$ cat src/rtl/mem_responder_if.sv
// rtl/mem_responder_if.sv - controller word interface and SRAM pins of mem_responder
interface mem_responder_if;
  logic [14:0] addr;
  logic [31:0] fromCPU;
  logic        wRAM;
  logic        readstart;
  logic [31:0] toCPU;
  logic        readrdy;
  logic        saverdy;
  logic [15:0] sram_addr;
  logic [15:0] sram_dout;
  logic [15:0] sram_din;
  logic        sram_ce;
  logic        sram_oe;
  logic        sram_we;

  modport master (
    output addr, fromCPU, wRAM, readstart, sram_din,
    input  toCPU, readrdy, saverdy, sram_addr, sram_dout, sram_ce, sram_oe, sram_we
  );

  modport slave (
    input  addr, fromCPU, wRAM, readstart, sram_din,
    output toCPU, readrdy, saverdy, sram_addr, sram_dout, sram_ce, sram_oe, sram_we
  );
endinterface

$ cat src/rtl/mem_responder.sv
// rtl/mem_responder.sv - 32-bit word requests served as two 16-bit async SRAM accesses
module mem_responder #(
  parameter int unsigned WAIT = 1
) (
  input  logic           clk,
  input  logic           rst,
  mem_responder_if.slave bus
);

  typedef enum logic [2:0] {
    IDLE, RD_LO, RD_HI, RD_DONE, WR_LO, WR_HI, WR_DONE, WR_REARM
  } state_t;

  localparam logic [3:0] W = 4'(WAIT);

  state_t      r_state;
  logic [3:0]  r_cnt;
  logic [14:0] r_a;
  logic [31:0] r_d;
  logic [15:0] r_lo;
  logic        r_rd_pend;
  logic [14:0] r_pend_addr;
  logic [31:0] r_to_cpu;
  logic        r_readrdy;
  logic        r_saverdy;
  logic [15:0] r_sram_addr;
  logic [15:0] r_sram_dout;
  logic        r_ce;
  logic        r_oe;
  logic        r_we;

  logic        w_last;
  logic [14:0] w_rd_addr;

  assign w_last    = (r_cnt == 4'd0);
  // a read deferred from WR_REARM uses the address captured when it arrived
  assign w_rd_addr = r_rd_pend ? r_pend_addr : bus.addr;

  always_ff @(posedge clk or negedge rst) begin
    if (!rst) begin
      r_state     <= IDLE;
      r_cnt       <= 4'd0;
      r_a         <= 15'd0;
      r_d         <= 32'd0;
      r_lo        <= 16'd0;
      r_rd_pend   <= 1'b0;
      r_pend_addr <= 15'd0;
      r_to_cpu    <= 32'd0;
      r_readrdy   <= 1'b0;
      r_saverdy   <= 1'b0;
      r_sram_addr <= 16'd0;
      r_sram_dout <= 16'd0;
      r_ce        <= 1'b0;
      r_oe        <= 1'b0;
      r_we        <= 1'b0;
    end else begin
      r_readrdy <= 1'b0;
      r_saverdy <= 1'b0;
      case (r_state)
        IDLE: begin
          if (bus.readstart || r_rd_pend) begin
            r_a         <= w_rd_addr;
            r_rd_pend   <= 1'b0;
            r_cnt       <= W;
            r_ce        <= 1'b1;
            r_oe        <= 1'b1;
            r_sram_addr <= {w_rd_addr, 1'b0};
            r_state     <= RD_LO;
          end else if (bus.wRAM) begin
            r_a         <= bus.addr;
            r_d         <= bus.fromCPU;
            r_cnt       <= W;
            r_ce        <= 1'b1;
            r_we        <= 1'b1;
            r_sram_addr <= {bus.addr, 1'b0};
            r_sram_dout <= bus.fromCPU[15:0];
            r_state     <= WR_LO;
          end
        end
        RD_LO: begin
          if (w_last) begin
            r_lo        <= bus.sram_din;
            r_cnt       <= W;
            r_sram_addr <= {r_a, 1'b1};
            r_state     <= RD_HI;
          end else begin
            r_cnt <= r_cnt - 4'd1;
          end
        end
        RD_HI: begin
          if (w_last) begin
            r_to_cpu  <= {bus.sram_din, r_lo};
            r_readrdy <= 1'b1;
            r_ce      <= 1'b0;
            r_oe      <= 1'b0;
            r_state   <= RD_DONE;
          end else begin
            r_cnt <= r_cnt - 4'd1;
          end
        end
        RD_DONE: r_state <= IDLE;
        WR_LO: begin
          if (w_last) begin
            r_cnt       <= W;
            r_we        <= 1'b1;
            r_sram_addr <= {r_a, 1'b1};
            r_sram_dout <= r_d[31:16];
            r_state     <= WR_HI;
          end else begin
            // we falls one cycle before the phase ends so addr/data hold past it
            r_cnt <= r_cnt - 4'd1;
            r_we  <= (r_cnt != 4'd1);
          end
        end
        WR_HI: begin
          if (w_last) begin
            r_ce        <= 1'b0;
            r_we        <= 1'b0;
            r_sram_dout <= 16'd0;
            r_saverdy   <= 1'b1;
            r_state     <= WR_DONE;
          end else begin
            r_cnt <= r_cnt - 4'd1;
            r_we  <= (r_cnt != 4'd1);
          end
        end
        WR_DONE: r_state <= WR_REARM;
        WR_REARM: begin
          if (bus.readstart) begin
            r_rd_pend   <= 1'b1;
            r_pend_addr <= bus.addr;
          end
          if (!bus.wRAM) r_state <= IDLE;
        end
        default: r_state <= IDLE;
      endcase
    end
  end

  assign bus.toCPU     = r_to_cpu;
  assign bus.readrdy   = r_readrdy;
  assign bus.saverdy   = r_saverdy;
  assign bus.sram_addr = r_sram_addr;
  assign bus.sram_dout = r_sram_dout;
  assign bus.sram_ce   = r_ce;
  assign bus.sram_oe   = r_oe;
  assign bus.sram_we   = r_we;

endmodule

$ cat src/flat_wrapper.sv
// flat-port wrapper written by rule: the top's interface ports become plain ports
module mem_responder_flat 
#(
  parameter int unsigned WAIT = 1
)
  (clk, rst, bus_addr, bus_fromCPU, bus_wRAM, bus_readstart, bus_sram_din, bus_toCPU, bus_readrdy, bus_saverdy, bus_sram_addr, bus_sram_dout, bus_sram_ce, bus_sram_oe, bus_sram_we);
  mem_responder_if bus_i ();
  input  logic clk;
  input  logic rst;
  input wire logic [$bits(bus_i.addr)-1:0] bus_addr;
  input wire logic [$bits(bus_i.fromCPU)-1:0] bus_fromCPU;
  input wire logic [$bits(bus_i.wRAM)-1:0] bus_wRAM;
  input wire logic [$bits(bus_i.readstart)-1:0] bus_readstart;
  input wire logic [$bits(bus_i.sram_din)-1:0] bus_sram_din;
  output wire logic [$bits(bus_i.toCPU)-1:0] bus_toCPU;
  output wire logic [$bits(bus_i.readrdy)-1:0] bus_readrdy;
  output wire logic [$bits(bus_i.saverdy)-1:0] bus_saverdy;
  output wire logic [$bits(bus_i.sram_addr)-1:0] bus_sram_addr;
  output wire logic [$bits(bus_i.sram_dout)-1:0] bus_sram_dout;
  output wire logic [$bits(bus_i.sram_ce)-1:0] bus_sram_ce;
  output wire logic [$bits(bus_i.sram_oe)-1:0] bus_sram_oe;
  output wire logic [$bits(bus_i.sram_we)-1:0] bus_sram_we;
  assign bus_i.addr = bus_addr;
  assign bus_i.fromCPU = bus_fromCPU;
  assign bus_i.wRAM = bus_wRAM;
  assign bus_i.readstart = bus_readstart;
  assign bus_i.sram_din = bus_sram_din;
  assign bus_toCPU = bus_i.toCPU;
  assign bus_readrdy = bus_i.readrdy;
  assign bus_saverdy = bus_i.saverdy;
  assign bus_sram_addr = bus_i.sram_addr;
  assign bus_sram_dout = bus_i.sram_dout;
  assign bus_sram_ce = bus_i.sram_ce;
  assign bus_sram_oe = bus_i.sram_oe;
  assign bus_sram_we = bus_i.sram_we;
  mem_responder #(.WAIT(WAIT)) u_core (.clk(clk), .rst(rst), .bus(bus_i));
endmodule
$ cat config.mk
export PLATFORM = sky130hd
export DESIGN_NAME = mem_responder_flat
export DESIGN_NICKNAME = d
export VERILOG_FILES = /design/src/rtl/mem_responder_if.sv /design/src/rtl/mem_responder.sv /design/src/flat_wrapper.sv
export SDC_FILE = /design/constraint.sdc
export NUM_CORES = 1
export LEC_CHECK = 0
export ABC_AREA = 1
export ABC_CLOCK_PERIOD_IN_PS = 1900
export CAP_MARGIN = 10
export CORE_ASPECT_RATIO = 0.5
export CORE_MARGIN = 3
export CORE_UTILIZATION = 50
export CTS_BUF_LIST = sky130_fd_sc_hd__clkbuf_4
export DETAILED_ROUTE_END_ITERATION = 10
export GPL_ROUTABILITY_DRIVEN = 0
export PLACE_DENSITY = 0.8
export RECOVER_POWER = 25
export SLEW_MARGIN = 0
export SYNTH_ARGS = -nofsm -noshare
export SYNTH_HDL_FRONTEND = slang
export SYNTH_SLANG_ARGS = --single-unit
$ cat constraint.sdc
create_clock -name clk -period 1.9 [get_ports clk]
set_input_delay 0.19 -clock clk [delete_from_list [all_inputs] [get_ports clk]]
set_output_delay 0.19 -clock clk [all_outputs]
set_load 0.01 [all_outputs]
==> results of run 1 <==
[flip-flops by register name, indices dropped and copies added, names as in the netlist]
signal	cells
u_core.bus.toCPU	32
u_core.bus.sram_addr	16
u_core.bus.sram_dout	16
u_core.r_d	16
u_core.r_lo	16
u_core.r_a	15
u_core.r_pend_addr	15
u_core.r_cnt	4
u_core.r_state	3
u_core.bus.readrdy	1
u_core.bus.saverdy	1
u_core.bus.sram_ce	1
u_core.bus.sram_oe	1
u_core.bus.sram_we	1
u_core.r_rd_pend	1
[per-stage QoR]
| stage | cell area [µm²] | util (%) | total power (W) |
|---|---|---|---|
| after floorplan | 5990 | - | 0.00839 |
| after global placement | 7500 | 66.1 | 0.0106 |
| after detailed placement | 7500 | 66.1 | 0.0109 |
| after CTS | 7830 | 69.0 | 0.0130 |
| after global routing | 7820 | 68.9 | 0.0140 |
| final | 7820 | 68.9 | 0.0129 |
[power by group through the flow]
stage	Sequential, W	Combinational, W	Clock, W
global placement	0.00514	0.00548	0
global route	0.00532	0.00639	0.00232
detailed placement	0.00519	0.00569	0
CTS	0.00514	0.00570	0.00219
finish	0.00515	0.00564	0.00214
floorplan	0.00536	0.00303	0
[worst min-delay path, delay by kind of cell]
kind            cells  cell delay (ns)
compound gates      1             0.06
buf+inv             2             0.45
[layout make-up]
class | instances | share of cell area, %
sequential | 139 | 44.5
clock inverter | 13 | 2.24
multi-input combinational | 453 | 27.1
tap | 159 | 2.54
clock buffer | 19 | 1.82
timing repair buffer | 151 | 19.2
inverter | 54 | 2.62
[cells by family (layout without fill, tap and decap cells)]
group                    after synthesis  in the layout  share of synthesized area, %
multiplexers                          11             11                          2.13
adder cells (fa/ha/maj)                2              2                         0.418
flip-flops                           139            139                          58.0
AO/OA/AOI/OAI                        139            139                          11.7
buffers and inverters                 87            237                          6.62
XOR/XNOR                               1              1                         0.146
AND/OR/NAND/NOR                      300            300                          21.0
[timing repair]
action | CTS | global route
endpoints found under the hold margin | 90 | 0
hold buffers | 1 | 0
endpoints found under the setup margin | 0 | 14
gates resized for setup | 0 | 3
[synthesized netlist by cell type, drive strengths merged]
| master | n | area [µm²] |
|---|---|---|
| nand2 | 227 | 885 |
| dfrtp | 139 | 3480 |
| o21ai | 120 | 601 |
| inv | 54 | 203 |
| nand3 | 31 | 165 |
| nor2 | 29 | 126 |
| buf | 26 | 166 |
| a21oi | 17 | 85.1 |
| or2 | 12 | 75.1 |
| mux2 | 11 | 128 |
| clkbuf | 7 | 27.5 |
| ha | 2 | 25.0 |
| a31oi | 1 | 6.26 |
| nand4 | 1 | 6.26 |
| o22ai | 1 | 6.26 |
| xor2 | 1 | 8.76 |
[worst paths after layout]
| check | from | depth (start not counted) | slack [ns] | to |
|---|---|---|---|---|
| hold / removal | bus_sram_din[4] | 3 | 0.21 | u_core.r_lo[4]$_DFFE_PN0P_ |
| hold reg to reg | u_core.r_lo[5]$_DFFE_PN0P_ | 2 | 0.47 | u_core.bus.toCPU[5]$_DFFE_PN0P_ |
| setup reg to reg | u_core.r_state[1]$_DFFE_PN0P_ | 7 | 0.23 | u_core.bus.sram_addr[11]$_DFFE_PN0P_ |
| min in group asynchronous | rst | 2 | 0.50 | u_core.r_a[12]$_DFFE_PN0P_ |
| setup / recovery | u_core.bus.toCPU[25]$_DFFE_PN0P_ | 1 | 0.22 | bus_toCPU[25] |
| max in group asynchronous | rst | 3 | 0.39 | u_core.r_lo[5]$_DFFE_PN0P_ |
[routing by layer]
metal  track usage [%]  vias to the layer above
met1              27.9                     2264
met4              8.43                        0
met3              4.93                       21
li1                  -                     2439
met2              34.7                      127
met5                 0                        -
==> results_dict.tcl, run 1 <==
set metrics [dict create \
    netlist_area_um2 5990 \
    grtUsageTotal_pct 21.3 \
    layout_commonest_cell "nand2_1" \
    finClkSkew_ns 0.0199 \
    synth.yosys.seq_area_share_pct 58.0 \
    switching_share_pct 37.9 \
    dr.pass1.iters 5 \
    critical_path_class "flip-flop to output pin" \
    cts_tree "yes" \
    antenna_found_initial 0 \
    max_stage_delay_ns 0.57 \
    p_seq_share_pct 39.9 \
    wl_per_cell_um 13.9 \
    dp.cells 955 \
    setup_viol 0 \
    worst_setup_path_end_kind "output pin" \
    wl_met1_um 6090 \
    place_ws_ns 0.0770 \
    max_slew_margin_pct 9.29 \
    outcome "finished clean" \
    clkSlewWorstSetupHoldPaths_ns 0.13 \
    required_ns 1.71 \
    cts.sinks 139 \
    fillers 915 \
    cts_buffers 17 \
    drt_iter0_drc 412 \
    pin_count 136 \
    vias_per_cell 4.91 \
    initial_core_util_pct 52.8 \
    multiInputGateArea_um2 2120 \
    maxSlewViolCount 0 \
    ff_latch_area_um2 3480 \
    p_per_area_nw_per_um2 1650 \
    wl_um 13700 \
    io_buffer_count 135 \
    core_um2 11400 \
    grt_first_pass_wirelength_um 23200 \
    start_kind "flip-flop" \
    grt_max_degree 56 \
    cts_max_path_buffers 2 \
    crit_buf_inv 1 \
    p_switching_w 0.00490 \
    post_cts_buffers 0 \
    finalWorstSetupSlack_ns 0.223 \
    hp-class "input port to flip-flop" \
    clockPowerShare_pct 16.5 \
    clock_latency_ns 0.54 \
    comb_power_share_pct 43.6 \
    ys_types 28 \
    antenna_left 0 \
    ys_warn_count 0 \
    crit_fanout 2 \
    grt_setup_unrepaired "false" \
    tns_ns 0 \
    path_cells "clkdlybuf4s50_1" \
    highest_layer "met4" \
    ys_ff_latch 139 \
    vias 4851 \
    cpLargestDelayFamily "buffers and inverters" \
    ir_worst_vdd_mv 0.691 \
    die_area_um2 13400 \
    nets 885 \
    post-route-period-util_pct 88.3 \
    die_x_um 161 \
    drive_gt1_share_pct 10.4 \
    post-route-min-period_ns 1.68 \
    syn_inst 679 \
    fmaxAchievable_ghz 0.596 \
    syn_nets 748 \
    drcViolationCount 0 \
    htree_levels 4 \
    chipHeight_um 83.4 \
    row_count 27 \
    dpl.hpwl_um 9790 \
    first_global_vias 4851 \
    drv_cap 0 \
    final_cell_mix "nand2_1 (218), dfrtp_1 (139), clkdlybuf4s50_1 (134)" \
    cp_slowest_cell "clkdlybuf4s50_1" \
    whs_ns 0.208 \
    intPower_w 0.00803 \
    hold_viol 0 \
    wl_met2_um 6650 \
    route.met3.wl_um 799 \
    avgSynthCellArea_um2 8.82 \
    power_leakage_nw 3.87 \
    root_buffer "clkbuf_4" \
    crit_arrival_ns 1.49 \
    worst_slew_pin_slew_ns 1.36 \
    antennaDiodeCount 0 \
    finalNonFillerCells 988 \
    area_growth_pct 30.5 \
    overflow 0 \
]
Note: power is estimated with default switching activity, not from simulation.
==> run 2: changes to the inputs <==
--- a/config.mk
+++ b/config.mk
@@ -10,12 +10,13 @@
 export CAP_MARGIN = 10
 export CORE_ASPECT_RATIO = 0.5
 export CORE_MARGIN = 3
-export CORE_UTILIZATION = 50
+export CORE_UTILIZATION = 46
 export CTS_BUF_LIST = sky130_fd_sc_hd__clkbuf_4
 export DETAILED_ROUTE_END_ITERATION = 10
 export GPL_ROUTABILITY_DRIVEN = 0
-export PLACE_DENSITY = 0.8
+export PLACE_DENSITY = 0.74
 export RECOVER_POWER = 25
+export REMOVE_ABC_BUFFERS = 1
 export SLEW_MARGIN = 0
 export SYNTH_ARGS = -nofsm -noshare
 export SYNTH_HDL_FRONTEND = slang
==> run 2 against run 1 <==
Total power is 1.4% lower. Worst hold slack better by 0.033 ns. Non-clock buffer count is 3 higher. Design area is 0.30% higher. Largest power group unchanged. Sequential share of layout area is 0.13 points lower. Worst setup slack worse by 0.095 ns. Critical endpoint is now u_core.r_lo[7]$_DFFE_PN0P_.
==> results_dict.tcl, run 2 (synthesis results as in run 1) <==
set metrics [dict create \
    outcome "finished clean" \
    hold_viol 0 \
    holdPathStages 3 \
    antenna_found_initial 0 \
    post-route-min-period_ns 1.77 \
    p_seq_share_pct 40.1 \
    max_slew_margin_pct 25.7 \
    vias_per_cell 4.85 \
    cts_buffers 17 \
    overflow 0 \
    p_per_area_nw_per_um2 1630 \
    p_total_w 0.0127 \
    drt_iter0_drc 297 \
    io_buffer_count 135 \
    die_area_um2 14500 \
    grt_max_degree 50 \
    grtUsageTotal_pct 19.9 \
    intPower_w 0.00781 \
    wl_per_cell_um 13.8 \
    ir_worst_vdd_mv 0.731 \
    fillers 1088 \
    start_kind "flip-flop" \
    tns_ns 0 \
    largest_reg_flops 32 \
    htree_levels 4 \
    clockPowerShare_pct 14.9 \
    cts_tree "yes" \
    dr.pass1.iters 6 \
    final_cell_mix "nand2_1 (218), dfrtp_1 (139), clkdlybuf4s50_1 (134)" \
    drv_cap 0 \
    crit_fanout 32 \
    post-route-period-util_pct 93.3 \
    drcViolationCount 0 \
    clkSlewWorstSetupHoldPaths_ns 0.13 \
    pin_count 136 \
    vias 4838 \
    antennaDiodeCount 0 \
    worst_setup_path_end_kind "flip-flop" \
    path_cells "inv_1 -> ha_1 -> nand2_1 -> or2_1 -> buf_4 -> nand2_1 -> o21ai_0" \
    required_ns 2.28 \
    wl_um 13700 \
    nets 888 \
    root_buffer "clkbuf_4" \
    cts_max_path_buffers 2 \
    clock_latency_ns 0.50 \
    worstHoldStart "bus_sram_din[14]" \
    row_count 28 \
    antenna_left 0 \
    dpl.hpwl_um 9530 \
    crit_arrival_ns 2.16 \
    fmaxAchievable_ghz 0.564 \
    critical_path_class "flip-flop to flip-flop" \
    cp-startpoint "u_core.r_cnt[0]$_DFFE_PN0P_" \
    grt_first_pass_wirelength_um 23400 \
    finClkSkew_ns 0.0201 \
    die_x_um 167 \
    chipHeight_um 86.7 \
    cts.sinks 139 \
    drive_gt1_share_pct 10.7 \
    area_growth_pct 30.9 \
    p_switching_w 0.00494 \
    setup_viol 0 \
    maxSlewViolCount 0 \
    max_stage_delay_ns 0.42 \
    switching_share_pct 38.7 \
    reg2reg_from "u_core.r_cnt[0]$_DFFE_PN0P_" \
    power_leakage_nw 3.85 \
    cp_slowest_cell "dfrtp_1" \
    layout_commonest_cell "nand2_1" \
    core_um2 12300 \
    first_global_vias 4772 \
    initial_core_util_pct 48.9 \
    worst_slew_pin_slew_ns 1.11 \
    critPathMostFrequentCell "nand2_1" \
    hp-class "input port to flip-flop" \
    grt_setup_unrepaired "false" \
    comb_power_share_pct 45.0 \
    reg2regPathDepth 7 \
]
==> run 2: cell count changes in the layout (fill, tap and decap cells not counted), moves of 2 or more <==
cell and delta:
clkinvlp_4 +4, inv_6 +3, bufinv_16 -2, clkinv_4 -2, buf_12 +3, clkbuf_4 -2, nand2_4 -2
==> run 2: metal layers <==
| layer | global-route usage, % | part of all wire, % | vias up |
|---|---|---|---|
| li1 | - | - | 2449 |
| met1 | 26.4 | 46 | 2257 |
| met2 | 33.6 | 48 | 116 |
| met3 | 4.28 | 4.3 | 16 |
| met4 | 5.72 | 1.2 | 0 |
| met5 | 0 | 0 | - |
==> run 2: final timing paths <==
| check | end | slack (ns) |
|---|---|---|
| worst max-delay path | u_core.r_lo[7]$_DFFE_PN0P_ | 0.13 |
| worst min-delay path | u_core.r_lo[14]$_DFFE_PN0P_ | 0.24 |
| worst max register to register | u_core.r_lo[7]$_DFFE_PN0P_ | 0.13 |
| worst min register to register | u_core.bus.sram_dout[3]$_DFFE_PN0P_ | 0.48 |
| max in group asynchronous | u_core.r_pend_addr[13]$_DFFE_PN0P_ | 0.44 |
| min in group asynchronous | u_core.bus.sram_addr[1]$_DFFE_PN0P_ | 0.43 |
==> run 2: final cells by class <==
cell class                      instances  area [µm²]  area share [%]
Clock buffer                           17         128            1.63
Clock inverter                         15         149            1.90
Inverter                               54         205            2.62
Multi-Input combinational cell        453        2130            27.1
Sequential cell                       139        3480            44.3
Tap cell                              165         206            2.63
Timing Repair Buffer                  154        1550            19.8
==> run 2: power by group through the flow <==
| stage | Clock (W) | Combinational, W | Sequential [W] |
|---|---|---|---|
| floorplan | 0 | 0.00277 | 0.00536 |
| detailed placement | 0 | 0.00578 | 0.00516 |
| global route | 0.00209 | 0.00649 | 0.00529 |
| global placement | 0 | 0.00558 | 0.00512 |
| finish | 0.00190 | 0.00574 | 0.00511 |
| CTS | 0.00196 | 0.00580 | 0.00511 |
==> run 2: critical path, delay by kind of cell (launching register included) <==
kind	cells	cell delay [ns]
flip-flops	1	0.42
adder cells (fa/ha/maj)	1	0.23
AO/OA/AOI/OAI	1	0.07
buffers and inverters	2	0.36
AND/OR/NAND/NOR	3	0.58
==> run 2: repair_timing <==
action,CTS,global route
endpoints found under the setup margin,1,16
hold endpoints to repair,97,0
hold buffers,1,0
resized for setup,1,1
buffers inserted,0,0
==> run 2: per-stage QoR <==
step	hold slack (ns)	setup WS (ns)	cell area [µm²]	utilization, %	instances
after global placement	0.144	0.127	7550	61.6	964
after global routing	0.195	0.0362	7840	64.0	997
after CTS	0.125	0.0571	7840	64.0	997
final	0.242	0.128	7840	64.0	997
after floorplan	-0.106	0.0276	5800	-	646
after detailed placement	0.142	-0.0187	7550	61.6	964
